<file path="config.mk">
export PLATFORM = sky130hd
export DESIGN_NAME = prom16_loader
export DESIGN_NICKNAME = d
export VERILOG_FILES = /design/src/rtl/prom16_loader.sv
export SDC_FILE = /design/constraint.sdc
export NUM_CORES = 1
export LEC_CHECK = 0
export CORE_UTILIZATION = 36
export CTS_BUF_LIST = sky130_fd_sc_hd__clkbuf_4 sky130_fd_sc_hd__clkbuf_8 sky130_fd_sc_hd__clkbuf_16
export DETAILED_ROUTE_END_ITERATION = 7
export GPL_TIMING_DRIVEN = 0
export MAX_ROUTING_LAYER = met4
export PLACE_DENSITY = 0.74
export SETUP_SLACK_MARGIN = 0.3
export SYNTH_ARGS = -nofsm -noshare
export SYNTH_HDL_FRONTEND = slang
export SYNTH_SLANG_ARGS = --single-unit
</file>
<file path="constraint.sdc">
create_clock -name clk -period 1.71 [get_ports clk]
set_input_delay 0.171 -clock clk [delete_from_list [all_inputs] [get_ports clk]]
set_output_delay 0.171 -clock clk [all_outputs]
set_load 0.01 [all_outputs]
</file>
<file path="src/rtl/prom16_loader.sv">
// Streams DEPTH program bytes into the SAP program PROM over valid/ready and strobes each write.
// Define PROM16_LOADER_VERIFY_EN to add an XOR read-back verify pass after the last write.
module prom16_loader #(
  parameter int DEPTH  = 16,
  parameter int ADDR_W = 4,
  parameter int DATA_W = 8
) (
  input  logic              clk,
  input  logic              clr,
  input  logic              start,
  input  logic [DATA_W-1:0] in_data,
  input  logic              in_valid,
  output logic              in_ready,
  output logic [ADDR_W-1:0] mem_addr,
  output logic [DATA_W-1:0] mem_data,
  output logic              mem_low_load,
  output logic              mem_low_o_en,
  input  logic [DATA_W-1:0] mem_rdata,
  output logic              busy,
  output logic              done,
  output logic              err
);

  localparam logic [2:0] S_IDLE   = 3'd0;
  localparam logic [2:0] S_LOAD   = 3'd1;
  localparam logic [2:0] S_WRITE  = 3'd2;
  localparam logic [2:0] S_DONE   = 3'd3;
`ifdef PROM16_LOADER_VERIFY_EN
  localparam logic [2:0] S_VERIFY = 3'd4;
`endif

  localparam logic [ADDR_W-1:0] LAST_ADDR = ADDR_W'(DEPTH - 1);

  logic [2:0]        state;
  logic [DATA_W-1:0] checksum;

`ifdef PROM16_LOADER_VERIFY_EN
  logic [DATA_W-1:0] rd_sum;
`else
  logic unused_rdata;
  assign unused_rdata = ^mem_rdata;
  assign mem_low_o_en = 1'b1;
  assign err          = 1'b0;
`endif

  always_ff @(posedge clk) begin
    if (clr) begin
      state        <= S_IDLE;
      mem_addr     <= '0;
      mem_data     <= '0;
      mem_low_load <= 1'b1;
      in_ready     <= 1'b0;
      busy         <= 1'b0;
      done         <= 1'b0;
      checksum     <= '0;
`ifdef PROM16_LOADER_VERIFY_EN
      mem_low_o_en <= 1'b1;
      err          <= 1'b0;
      rd_sum       <= '0;
`endif
    end else begin
      case (state)
        S_IDLE, S_DONE: begin
          if (start) begin
            state    <= S_LOAD;
            mem_addr <= '0;
            busy     <= 1'b1;
            done     <= 1'b0;
            checksum <= '0;
            in_ready <= 1'b1;
`ifdef PROM16_LOADER_VERIFY_EN
            err      <= 1'b0;
`endif
          end
        end

        S_LOAD: begin
          if (in_valid) begin
            mem_data     <= in_data;
            checksum     <= checksum ^ in_data;
            in_ready     <= 1'b0;
            mem_low_load <= 1'b0;
            state        <= S_WRITE;
          end
        end

        S_WRITE: begin
          mem_low_load <= 1'b1;
          if (mem_addr == LAST_ADDR) begin
`ifdef PROM16_LOADER_VERIFY_EN
            state        <= S_VERIFY;
            mem_addr     <= '0;
            rd_sum       <= '0;
            mem_low_o_en <= 1'b0;
`else
            state        <= S_DONE;
            busy         <= 1'b0;
            done         <= 1'b1;
`endif
          end else begin
            mem_addr <= mem_addr + ADDR_W'(1);
            in_ready <= 1'b1;
            state    <= S_LOAD;
          end
        end

`ifdef PROM16_LOADER_VERIFY_EN
        // Last read word is folded in combinationally so the verdict lands on the same edge.
        S_VERIFY: begin
          if (mem_addr == LAST_ADDR) begin
            err          <= ((rd_sum ^ mem_rdata) != checksum);
            mem_low_o_en <= 1'b1;
            busy         <= 1'b0;
            done         <= 1'b1;
            state        <= S_DONE;
          end else begin
            rd_sum   <= rd_sum ^ mem_rdata;
            mem_addr <= mem_addr + ADDR_W'(1);
          end
        end
`endif

        default: state <= S_IDLE;
      endcase
    end
  end

endmodule

</file>
==> summary.txt <==
Die
  – I/O pin count: 38
  – Die span in x: 50.0 um
  – Chip Height: 50.0 um
  – Starting density of the core: 37.8%
  – Die Area: 2500 um2
  – # rows: 17
  – Core Region: 2190 um2

Yosys
  – Post-synthesis cell type count: 30
  – Post-Syn Area: 828 um2
  – Sequential-to-total area share from yosys stat: a little over two fifths
  – Cells after Synth: 100
  – Yosys warns: 0
  – Mapped Nets: between 100 and 150
  – Syn_area_per_cell: 8.28 um2
  – FF+latch count, synth: 18

Power
  – PnR Total Power: ~1.4 mW
  – Max VDD drop: 0.000690 V
  – Pleak: about 0.54 nW
  – Pwr Density: 1120 nW/um2

Finish
  – Post-Layout Cell Count: 160
  – Design Area, Final: 1250 um2
  – Synth-to-Final Area Change: 51.5%
  – Number of diodes: 0
  – Share of cells above drive strength 1: a little over 20%
  – Post-layout util: ~57%
  – Final #Nets: about 160

Timing
  – RSZ-0062 raised after global routing: yes
  – Skew final: roughly 0.0036 ns
  – Min Hold Slack: about 0.24 ns
  – Period utilization: 89.2%
  – Tmin final: 1.52 ns
  – TNS Setup: 0 ns
  – Final WS setup: 0.185 ns
  – Final Hold Fails: 0
  – Slew Limit Fails: 0
  – Final setup vio count: 0
  – Fmax: 0.656 GHz

Route
  – Vias post-DR: about 840
  – Routed WL per cell: 12.5 um
  – WL final: 2.00 mm
  – Pre-Repair DR Iteration Count: 4
  – Vias per cell: 5.27
  – Residual DRC: 0
  – 1st-iter DRT viols: 16
  – Post-route ant nets: 0

Placement
  – I/O Buffers: 25
  – Pre-CTS setup slack: around 0.068 ns
  – Placed cell count: 153
  – DP HPWL: 1.41 mm
  – Placed Area: 1130 um2
  – GPL Wtd Cong: around 0.76

Clock tree
  – Inserted Clock Buffers: 3
  – Clk_lat worst skew: 0.29 ns
  – CTS tree: done
  – CTS H-tree lvls: 1
  – Clock tree buffer depth: 2
  – TritonCTS sink count: 18
  – Root Buffer: clkbuf_4
  – CTS hold repair buffers: 0
  – Reg clk slew, reported paths: 0.10 ns

Critical path
  – Critical-path top delay cell: or4b_1
  – Worst path top cell family by delay: simple AND/OR/NAND/NOR gates
  – WP buf/inv: 1
  – Arrival @ worst endpoint: 1.75 ns
  – Crit path largest cell delay: 0.48 ns
  – CP endpoint kind: flip-flop
  – Required time worst endpoint: 1.93 ns
  – CP Cell Sequence: inv_2 > ha_4 > mux2i_4 > or4b_1 > a31oi_1
  – Startpoint Class: flip-flop
  – Worst-path fanout max: 5
  – Worst Setup Path Type: flip-flop to flip-flop

Run status
  – Status: finished, final reports clean

Global route
  – First-pass GRT wire length: 3.19 mm
  – All-Layer GR Usage: 17.3%
  – Initial antenna violation count: 0
  – GRT Residual Overflow: 0
  – Vias in the first global route: 774
  – Largest net degree at the start of global routing: 11

Flow run
  – Maxcap violations: 0

Hold path
  – Hold Crit Class: input pin to flip-flop
==> area by class of cell <==
class                      count  area (um2)
tap                           28        35.0
buffer                         7        40.0
timing repair buffer          29         302
clock buffer                   3        22.5
fill                         208         936
multi-input combinational     72         477
inverter                       3        11.3
sequential                    18         368
==> cell families (layout without fill, tap and decap cells) <==
kind of cell / after synthesis / after routing / share of synthesized area, %
DFF: 18 / 18 / 43.5
and+or+nand+nor: 37 / 37 / 23.4
buffers and inverters: 10 / 42 / 5.59
other: 2 / 2 / 0.907
AOI/OAI and AO/OA: 28 / 28 / 19.3
adders and majority gates: 4 / 4 / 6.04
muxes: 1 / 1 / 1.21
==> synthesized netlist by cell type (all sizes together) <==
| library cell | count | share of area (%) |
|---|---|---|
| conb | 2 | 0.91 |
| nand2b | 1 | 0.76 |
| inv | 3 | 1.4 |
| or2 | 1 | 0.76 |
| and4 | 1 | 1.1 |
| or3 | 1 | 0.76 |
| mux2i | 1 | 1.2 |
| o31ai | 1 | 0.91 |
| clkbuf | 3 | 1.4 |
| a41oi | 1 | 1.1 |
| dfxtp | 18 | 44 |
| a31oi | 2 | 1.5 |
| nor2b | 2 | 1.5 |
| nor2 | 1 | 0.45 |
| ha | 4 | 6.0 |
| or2b | 1 | 0.91 |
| a311oi | 1 | 1.1 |
| or4b | 1 | 1.2 |
| o21bai | 1 | 0.91 |
| nand4b | 1 | 1.1 |
| a21oi | 17 | 10 |
| nand2 | 11 | 5.0 |
| o21ba | 1 | 1.2 |
| nand4 | 2 | 1.5 |
| o21ai | 4 | 2.4 |
| nand3 | 11 | 6.6 |
| nor3 | 3 | 1.8 |
| buf | 4 | 2.9 |
==> worst register-to-register path, delay by kind of cell (launching register included) <==
family	cells	cell delay, ns
AOI/OAI and AO/OA	1	0.13
buffers and inverters	1	0.04
muxes	1	0.20
DFF	1	0.35
and+or+nand+nor	1	0.48
adders and majority gates	1	0.26
==> path summary, 6_finish.rpt <==
| path | from | endpoint | slack [ns] | cells past startpoint |
|---|---|---|---|---|
| max | state[0] | mem_addr[3] | 0.19 | 5 |
| min | in_valid | mem_data[0] | 0.24 | 3 |
| max reg2reg | state[0] | mem_addr[3] | 0.19 | 5 |
| min reg2reg | mem_data[0] | mem_data[0] | 0.46 | 2 |
==> routing by layer <==
metal	track usage (%)	routed length [um]	vias to the layer above
li1	-	-	416
met1	19.3	906	392
met2	29.5	968	33
met3	2.78	110	2
met4	8.57	15	0
met5	-	0	-
==> placed cells by master (no fill, tap or decap), types with 2 or more instances in the layout <==
cell type        count
inv_1                2
a21oi_1             16
nand4_1              2
nand3_1             11
nor3_1               2
o21ai_0              4
nor2b_1              2
a31oi_1              2
buf_4                5
conb_1               2
dfxtp_1             14
ha_1                 2
clkdlybuf4s50_1     18
dlymetal6s2s_1       7
dfxtp_2              3
nand2_1             10
clkbuf_4             4
==> where the power goes <==
| part | internal [mW] | switching (mW) | total [mW] | leakage [nW] |
|---|---|---|---|---|
| Sequential | 0.487 | 0.0444 | 0.531 | 0.149 |
| Combinational | 0.353 | 0.308 | 0.661 | 0.381 |
| Clock | 0.0820 | 0.126 | 0.208 | 0.0138 |
| Total | 0.922 | 0.478 | 1.40 | 0.543 |
==> sequential cells by signal (all words and copies together) (netlist names) <==
signal / count
in_ready: 1
done: 1
busy: 1
state: 2
mem_addr: 4
mem_data: 8
mem_low_load: 1
==> what timing repair did <==
action / CTS / global route
resized for setup: 11 / 14
pin swaps: 1 / 0
hold endpoints to repair: 0 / 0
buffers inserted: 4 / 0
setup endpoints to repair: 19 / 24
Power figures use the tool's default switching activity.
